`config.mk`:
```
export PLATFORM = sky130hd
export DESIGN_NAME = vec_decode_sequencer
export DESIGN_NICKNAME = d
export VERILOG_FILES = /design/src/rtl/asip_ctrl_pkg.sv /design/src/rtl/ctrl_decode_rom.sv /design/src/rtl/vec_decode_sequencer.sv
export SDC_FILE = /design/constraint.sdc
export NUM_CORES = 1
export LEC_CHECK = 0
export CAP_MARGIN = 20
export CORE_AREA = 5 5 76 78
export DETAILED_ROUTE_END_ITERATION = 8
export DIE_AREA = 0 0 81 83
export SYNTH_ARGS = -nofsm -noshare
export SYNTH_HDL_FRONTEND = slang
export SYNTH_SLANG_ARGS = --single-unit
```
`constraint.sdc`:
```
create_clock -name clk -period 4.7 [get_ports clk]
set_input_delay 0.705 -clock clk [delete_from_list [all_inputs] [get_ports clk]]
set_output_delay 0.705 -clock clk [all_outputs]
set_load 0.005 [all_outputs]
```
`src/rtl/asip_ctrl_pkg.sv`:
```
// rtl/asip_ctrl_pkg.sv - control word layout, opcode values and NOP word for the vector ASIP decoder
package asip_ctrl_pkg;

  typedef struct packed {
    logic [1:0] alu_control;
    logic       reg_write;
    logic       alu_src;
    logic       pc_src;
    logic       imm_src;
    logic       flag_update;
    logic       mem_to_reg;
    logic       mem_write;
    logic       ra2_src;
    logic       ra1_src;
    logic       alu_src1;
    logic       alu_src2;
    logic       zero_to_alu;
  } ctrl_t;

  localparam logic [3:0] OP_MUL  = 4'h0;
  localparam logic [3:0] OP_DIV  = 4'h1;
  localparam logic [3:0] OP_LD   = 4'h2;
  localparam logic [3:0] OP_ST   = 4'h3;
  localparam logic [3:0] OP_ADD  = 4'h4;
  localparam logic [3:0] OP_SUB  = 4'h5;
  localparam logic [3:0] OP_ADDI = 4'h6;
  localparam logic [3:0] OP_SUBI = 4'h7;
  localparam logic [3:0] OP_B    = 4'h8;
  localparam logic [3:0] OP_BEQ  = 4'h9;

  localparam ctrl_t CTRL_NOP = ctrl_t'(14'b00_0000_0100_0000);

  function automatic logic is_branch(input logic [3:0] op);
    return (op == OP_B) || (op == OP_BEQ);
  endfunction

endpackage

```
`src/rtl/ctrl_decode_rom.sv`:
```
// rtl/ctrl_decode_rom.sv - combinational opcode to control word lookup with illegal-opcode flag
module ctrl_decode_rom
  import asip_ctrl_pkg::*;
#(
  parameter int OPCODE_W = 4
) (
  input  logic [OPCODE_W-1:0] opcode,
  output ctrl_t               ctrl,
  output logic                illegal
);

  logic [OPCODE_W-1:0] upper;
  assign upper = opcode >> 4;

  always_comb begin
    ctrl    = CTRL_NOP;
    illegal = 1'b0;
    if (|upper) begin
      illegal = 1'b1;
    end else begin
      case (opcode[3:0])
        OP_MUL:  ctrl = ctrl_t'(14'b01_1000_1100_0010);
        OP_DIV:  ctrl = ctrl_t'(14'b10_1000_1100_0010);
        OP_LD:   ctrl = ctrl_t'(14'b00_1101_1000_0101);
        OP_ST:   ctrl = ctrl_t'(14'b00_0101_0011_0101);
        OP_ADD:  ctrl = ctrl_t'(14'b00_1000_1100_0000);
        OP_SUB:  ctrl = ctrl_t'(14'b11_1000_1100_0000);
        OP_ADDI: ctrl = ctrl_t'(14'b00_1100_1100_0101);
        OP_SUBI: ctrl = ctrl_t'(14'b11_1100_1100_0101);
        OP_B:    ctrl = ctrl_t'(14'b00_0110_1101_1100);
        OP_BEQ:  ctrl = ctrl_t'(14'b11_0010_1100_0010);
        default: illegal = 1'b1;
      endcase
    end
  end

endmodule

```
`src/rtl/vec_decode_sequencer.sv`:
```
// rtl/vec_decode_sequencer.sv - registered decoder that expands vector instructions into lane-masked beats
module vec_decode_sequencer
  import asip_ctrl_pkg::*;
#(
  parameter int OPCODE_W = 4,
  parameter int LANES    = 4,
  parameter int VLEN_MAX = 16,
  parameter int VL_W     = $clog2(VLEN_MAX + 1),
  parameter int BEAT_W   = ((VLEN_MAX / LANES) > 1) ? $clog2(VLEN_MAX / LANES) : 1
) (
  input  logic                clk,
  input  logic                rst,
  input  logic                in_valid,
  output logic                in_ready,
  input  logic [OPCODE_W-1:0] in_opcode,
  input  logic                in_is_vec,
  input  logic [VL_W-1:0]     in_vlen,
  output logic                out_valid,
  input  logic                out_ready,
  output ctrl_t               out_ctrl,
  output logic [BEAT_W-1:0]   out_beat,
  output logic                out_last,
  output logic [LANES-1:0]    out_lane_mask,
  output logic                out_illegal
);

  localparam int LANE_SH = $clog2(LANES);

  typedef enum logic {IDLE, ISSUE} state_t;

  state_t            state_q, state_d;
  logic              fire, accept, advance;
  ctrl_t             rom_ctrl, ctrl_in, ctrl_q;
  logic              rom_illegal, illegal_in;
  logic              vec_zero, single;
  logic [VL_W-1:0]   vl_sat, vl_in, vl_in_m1, vl_q;
  logic [BEAT_W-1:0] bm1_in, bm1_q, beat_nx;

  ctrl_decode_rom #(.OPCODE_W(OPCODE_W)) u_rom (
    .opcode  (in_opcode),
    .ctrl    (rom_ctrl),
    .illegal (rom_illegal)
  );

  function automatic logic [LANES-1:0] lane_mask(input logic [BEAT_W-1:0] b,
                                                 input logic [VL_W-1:0] vl);
    logic [LANES-1:0] m;
    for (int i = 0; i < LANES; i++) begin
      m[i] = (int'(b) * LANES + i) < int'(vl);
    end
    return m;
  endfunction

  // Only the final beat of an instruction may update flags.
  function automatic ctrl_t gate_flag(input ctrl_t c, input logic last);
    ctrl_t r;
    r             = c;
    r.flag_update = c.flag_update & last;
    return r;
  endfunction

  // Scalar, branch and illegal opcodes act as a single one-element beat;
  // a zero-length vector becomes a single empty-mask NOP.
  always_comb begin
    vl_sat     = (in_vlen > VL_W'(VLEN_MAX)) ? VL_W'(VLEN_MAX) : in_vlen;
    vec_zero   = in_is_vec && (in_vlen == '0);
    single     = !in_is_vec || rom_illegal || is_branch(in_opcode[3:0]);
    ctrl_in    = rom_ctrl;
    illegal_in = rom_illegal;
    vl_in      = vl_sat;
    if (vec_zero) begin
      vl_in      = '0;
      ctrl_in    = CTRL_NOP;
      illegal_in = 1'b1;
    end else if (single) begin
      vl_in = VL_W'(1);
    end
    vl_in_m1 = (vl_in == '0) ? '0 : vl_in - VL_W'(1);
    bm1_in   = BEAT_W'(vl_in_m1 >> LANE_SH);
  end

  always_comb begin
    state_d  = state_q;
    fire     = (state_q == ISSUE) && out_ready;
    in_ready = !rst && ((state_q == IDLE) || (fire && out_last));
    accept   = in_valid && in_ready;
    advance  = fire && !out_last;
    beat_nx  = out_beat + BEAT_W'(1);
    case (state_q)
      IDLE:    if (accept) state_d = ISSUE;
      ISSUE:   if (fire && out_last && !accept) state_d = IDLE;
      default: state_d = IDLE;
    endcase
  end

  assign out_valid = (state_q == ISSUE);

  always_ff @(posedge clk) begin
    if (rst) begin
      state_q       <= IDLE;
      out_ctrl      <= CTRL_NOP;
      out_beat      <= '0;
      out_last      <= 1'b0;
      out_lane_mask <= '0;
      out_illegal   <= 1'b0;
      ctrl_q        <= CTRL_NOP;
      vl_q          <= '0;
      bm1_q         <= '0;
    end else begin
      state_q <= state_d;
      if (accept) begin
        ctrl_q        <= ctrl_in;
        vl_q          <= vl_in;
        bm1_q         <= bm1_in;
        out_beat      <= '0;
        out_last      <= (bm1_in == '0);
        out_lane_mask <= lane_mask('0, vl_in);
        out_illegal   <= illegal_in;
        out_ctrl      <= gate_flag(ctrl_in, bm1_in == '0);
      end else if (advance) begin
        out_beat      <= beat_nx;
        out_last      <= (beat_nx == bm1_q);
        out_lane_mask <= lane_mask(beat_nx, vl_q);
        out_ctrl      <= gate_flag(ctrl_q, beat_nx == bm1_q);
      end
    end
  end

endmodule

```
==> results of run 1 <==
==> registers in the layout (all words and copies together), names as in the netlist, 2 cells and up <==
name,flops
bm1_q,2
ctrl_q,13
out_beat,2
out_ctrl,13
out_lane_mask,4
vl_q,5
==> layer usage <==
layer	up-vias	wire, um	share of wire [%]	global-route usage, %
met2	38	2030	45	20.2
met3	4	206	4.6	4.00
met5	-	0	0	0
li1	871	-	-	-
met4	0	38	0.85	4.61
met1	758	2200	49	20.5
==> kinds of logic after synthesis <==
group / count (synthesis) / synth area share, %
compound gates: 61 / 21.9
xor+xnor: 4 / 1.83
fa+ha+maj: 3 / 1.96
buf+inv: 21 / 5.02
flops: 42 / 43.8
mux: 1 / 0.587
simple gates: 95 / 24.9
==> path summary, 6_finish.rpt <==
kind	endpoint	slack (ns)	cells past startpoint
min	out_lane_mask[3]$_SDFFE_PP0P_	0.46	2
max reg2reg	out_lane_mask[0]$_SDFFE_PP0P_	2.81	5
max	in_ready	1.87	4
min reg2reg	out_lane_mask[3]$_SDFFE_PP0P_	0.46	2
==> per-stage QoR <==
step / total power [W] / cells / cell area (um^2) / utilization (%) / worst slack (ns)
final: 0.000902 / 329 / 2480 / 49.5 / 1.87
after global routing: 0.000953 / 329 / 2480 / 49.5 / 1.78
after CTS: 0.000911 / 328 / 2450 / 49.0 / 1.86
after detailed placement: 0.000560 / 320 / 2310 / 46.1 / 1.71
after global placement: 0.000558 / 320 / 2310 / 46.1 / 1.78
after floorplan: 0.000491 / 227 / 1920 / - / 2.76
==> placed cells by master (no fill, tap or decap), drive strengths merged, types with 6 or more instances in the layout <==
cell           netlist  routed
nor2b                8       8
nor2                38      38
o21ai                9       9
a211oi              13      13
clkdlybuf4s50        0      37
nand3b               7       7
nand2               12      12
inv                  6       6
clkbuf               3       6
a21oi               15      15
nor3                10      10
dfxtp               42      42
==> final cells by class <==
| class | instances | share of cell area (%) |
|---|---|---|
| multi-input cells | 164 | 39.6 |
| flip-flops and latches | 42 | 33.9 |
| repair buffers | 39 | 16.3 |
| well taps | 70 | 3.53 |
| clock buffers | 6 | 3.33 |
| clock inverters | 2 | 2.42 |
| inverters | 6 | 0.908 |
==> where the power goes <==
group	internal [W]	switching, W	total (W)
registers	0.000378	0.0000149	0.000393
logic	0.0000841	0.0000790	0.000163
clock network	0.000227	0.000119	0.000346
==> worst max-delay path, cell delays in order <==
cell and delay, ns:
clkdlybuf4s50_1 0.45, buf_4 0.39, nor2_1 0.10, clkdlybuf4s50_1 0.46
==> impl_metrics.toml, run 1 <==
[yosys]
synth_area_leaders = "dfxtp_1, nor2_1, a211oi_1"
synth_cells = 227
synth_top_cell_by_area = "dfxtp_1"
yosysMostFrequentCell = "dfxtp_1"
syn_nets = 244
async_reset_ff_share_pct = 0
yosys-top-cells-count = "dfxtp_1, nor2_1, a21oi_1"
yosys.area.top_type_share_pct = 43.8
syn_area_per_cell_um2 = 8.45
yosys.cell_types.count = 46
synth_edf_count = 0
synth_seq_cells = 42
ys_seq_area_share_pct = 43.8
ys.warnings.count = 0
synthFlopType = "dfxtp_1"
syn_area_mm2 = 0.00192

[cts]
clk_path_buf_depth = 2
postCtsHoldBufs = 0
cts_resized = 0
clkSinkCount = 42
cts_setup_buffers = 0
root_buffer = "clkbuf_8"
cts_max_level = 2
cts_tree = "built"
path_clk_slew_ns = 0.07
numCtsBuffers = 5
clk_latency_ns = 0.29

[timing]
hold_viol_final = 0
max_freq_mhz = 353
maxSlewViolCount = 0
finClkSkew_ns = 0.00614
rsz0062_at_grt = "false"
period_share_pct = 60.2
min_period_ns = 2.83
slew_headroom_pct = 53.3
worstMarginPinSlew_ns = 0.701
tns_ns = 0
holdWs_ns = 0.457
finalSetupViolations = 0

[run]
max-cap-violations = 0

[drt]
routedWlPerCell_um = 13.6
vias = 1671
dr.pass1.iters = 4
vias_per_cell = 5.08
ant_nets = 0
drc_errors = 0
first_iter_violations = 79
routed_wl_um = 4470

[layout]
seqCellArea_um2 = 841
n_antenna_cell = 0
final_nets = 275
syn2layout_area_growth_pct = 29.3
multi_input_area_um2 = 981
fillCellCount = 531
drive_gt1_share_pct = 7.72

[global_route]
grt_first_pass_wirelength_um = 7700
first_global_vias = 1551
gr-total-overflow = 0
grtUsageTotal_pct = 14.2
grt_max_degree = 45
antenna_found_initial = 0

[status]
outcome = "completed"

[place]
dp_hpwl_um = 3140
io_buffers = 37
gp_congestion = 0.788

[hold_path]
hp-class = "flop to flop"
min_from = "out_lane_mask[3]$_SDFFE_PP0P_"

[critical_path]
worst_r2r_startpoint = "out_last$_SDFFE_PP0P_"
crit_start = "rst"
cp-start-kind = "primary input"
crit_type = "primary input to output pin"
crit_required_ns = 3.99
arrival_ns = 2.13
cp_max_fo = 44
crit_path_end_kind = "output pin"

[die]
rows = 26
die_h_um = 83
core_mm2 = 0.00501
start_util_pct = 38.3
fp.dieW_um = 81
dieArea_mm2 = 0.00672
io_pins = 38

[pwr]
p_leak_nw = 0.906
vdd_drop_max_v = 0.000200
power_density_mw_per_mm2 = 364
Power figures use the tool's default switching activity.
==> run 2, diff against run 1 <==
- clock period: 4.7 -> 2.7 ns (I/O delays scaled with it)
==> run 2 against run 1 <==
Compared with the run above: utilization decreased by 0.70 points; combinational power increased by 71%; critical path depth unchanged; die area unchanged; hold slack about the same; sequential share of layout area increased by 0.49 points; non-clock buffer count increased by 2; worst setup slack got worse by 1.2 ns; total power increased by 63%; critical endpoint unchanged.
==> impl_metrics.toml, run 2 (synthesis results as in run 1) <==
[status]
outcome = "completed"

[critical_path]
rr_worst_depth = 7
cp_max_fo = 5
crit_buf_inv = 2
path_cells = "clkdlybuf4s50_1 > a21oi_1 > nor2_1 > clkdlybuf4s50_1"
worst_r2r_startpoint = "out_beat[0]$_SDFFE_PP0P_"
crit_type = "primary input to output pin"
crit_start = "out_ready"
cp_slowest_cell = "clkdlybuf4s50_1"
path_delay_family = "buffers and inverters"
cp.depth = 4
crit_path_end_kind = "output pin"
arrival_ns = 1.67
critPathMostFrequentCell = "clkdlybuf4s50_1"
cp-endpoint = "in_ready"
crit_required_ns = 2.30
slowest_delay_ns = 0.55
reg2reg_slack_ns = 0.88
worst_r2r_endpoint = "out_lane_mask[0]$_SDFFE_PP0P_"
cp-start-kind = "primary input"

[cts]
clkSinkCount = 42
numCtsBuffers = 5
postCtsHoldBufs = 0
cts_max_level = 2
cts_setup_buffers = 0
cts_tree = "built"
cts_resized = 0
clk_path_buf_depth = 2
path_clk_slew_ns = 0.08
root_buffer = "clkbuf_8"
clk_latency_ns = 0.29

[drt]
routed_wl_um = 4470
vias = 1659
drc_errors = 0
first_iter_violations = 109
dr.pass1.iters = 4
ant_nets = 0
vias_per_cell = 5.03
routedWlPerCell_um = 13.5

[layout]
seqCellArea_um2 = 841
multi_input_area_um2 = 981
top_regs = "ctrl_q x13, out_ctrl x13, vl_q x5"
n_antenna_cell = 0
drive_gt1_share_pct = 8.08
final_cell_mix = "dfxtp_1, nor2_1, clkdlybuf4s50_1, a21oi_1"
final_nets = 277
syn2layout_area_growth_pct = 27.5
fillCellCount = 508
layout_commonest_cell = "dfxtp_1"
design_area_mm2 = 0.00244

[timing]
tns_ns = 0
min_period_ns = 2.08
finalSetupViolations = 0
slew_headroom_pct = 62.7
hold_viol_final = 0
rsz0062_at_grt = "false"
maxSlewViolCount = 0
worstMarginPinSlew_ns = 0.560
max_freq_mhz = 482
period_share_pct = 76.9
finClkSkew_ns = 0.00446

[pwr]
pwr-share-comb_pct = 19.0
power.switching_w = 0.000373
seq_power_share_pct = 46.6
p_leak_nw = 0.894
power_density_mw_per_mm2 = 601
power.share.clock_pct = 34.4
switching_share_pct = 25.4
internal-power_w = 0.00110
vdd_drop_max_v = 0.000243

[die]
core_mm2 = 0.00501
io_pins = 38
rows = 26
die_h_um = 83
start_util_pct = 38.3
fp.dieW_um = 81
dieArea_mm2 = 0.00672

[place]
dp_hpwl_um = 3180
dpl_cell_area_mm2 = 0.00233
gp_congestion = 0.832
io_buffers = 37

[run]
max-cap-violations = 0

[hold_path]
hp-class = "flop to flop"

[global_route]
antenna_found_initial = 0
use_met1_pct = 19.3
grtUsageMet3_pct = 3.79
grt_max_degree = 43
gr-total-overflow = 0
first_global_vias = 1562
busiest_layer = "met2"
grt_use_met2_pct = 20.5
grtUsageTotal_pct = 14.1
grt_first_pass_wirelength_um = 7630
-- run 2: cell count changes in the layout (fill, tap and decap cells not counted), sizes merged --
cell | previous run | this run
buf | 2 | 4
bufinv | 2 | 1
-- run 2: power by group through the flow --
stage	clock (W)	combinational (W)	sequential (W)
floorplan	0	0.000157	0.000698
finish	0.000505	0.000279	0.000685
detailed placement	0	0.000281	0.000699
global placement	0	0.000279	0.000699
global route	0.000543	0.000312	0.000691
CTS	0.000522	0.000282	0.000685
-- run 2: tightest hold or removal path, delay by kind of cell, from the launching register on --
family / cells / cell delay [ns]
flip-flops: 1 / 0.31
AND/OR/NAND/NOR: 1 / 0.05
AO/OA/AOI/OAI: 1 / 0.05
-- run 2: routing by layer --
metal | share of wire (%) | wire [um]
met5 | 0 | 0
met4 | 1.8 | 82
met3 | 4.3 | 192
met2 | 42 | 1860
met1 | 52 | 2330
-- run 2: how the worst min path moves through the flow --
stage | endpoint | cells past startpoint | slack, ns | startpoint
2_1_floorplan | vl_q[0]$_SDFFE_PP0P_ | 2 | 0.44 | vl_q[0]$_SDFFE_PP0P_
3_3_place_gp | out_lane_mask[3]$_SDFFE_PP0P_ | 2 | 0.45 | out_lane_mask[3]$_SDFFE_PP0P_
3_5_place_dp | out_lane_mask[3]$_SDFFE_PP0P_ | 2 | 0.45 | out_lane_mask[3]$_SDFFE_PP0P_
4_1_cts | out_lane_mask[3]$_SDFFE_PP0P_ | 2 | 0.46 | out_lane_mask[3]$_SDFFE_PP0P_
5_1_grt | out_lane_mask[3]$_SDFFE_PP0P_ | 2 | 0.51 | out_lane_mask[3]$_SDFFE_PP0P_
6_report | out_lane_mask[3]$_SDFFE_PP0P_ | 2 | 0.46 | out_lane_mask[3]$_SDFFE_PP0P_
-- run 2: layout make-up --
| type | count | area share, % |
|---|---|---|
| Inverter | 6 | 0.921 |
| Timing Repair Buffer | 41 | 16.4 |
| Clock buffer | 6 | 3.38 |
| Tap cell | 70 | 3.58 |
| Multi-Input combinational cell | 164 | 40.1 |
| Sequential cell | 42 | 34.4 |
| Clock inverter | 1 | 1.23 |
-- run 2: stage by stage --
step / setup slack, ns / cells / utilization [%] / power, W / hold WS [ns]
CTS: 0.623 / 330 / 48.8 / 0.00149 / 0.457
finish: 0.624 / 330 / 48.8 / 0.00147 / 0.456
detailed placement: 0.367 / 323 / 46.6 / 0.000980 / 0.446
global placement: 0.384 / 323 / 46.6 / 0.000979 / 0.448
global route: 0.517 / 330 / 48.8 / 0.00155 / 0.509
floorplan: 1.08 / 227 / - / 0.000855 / 0.436
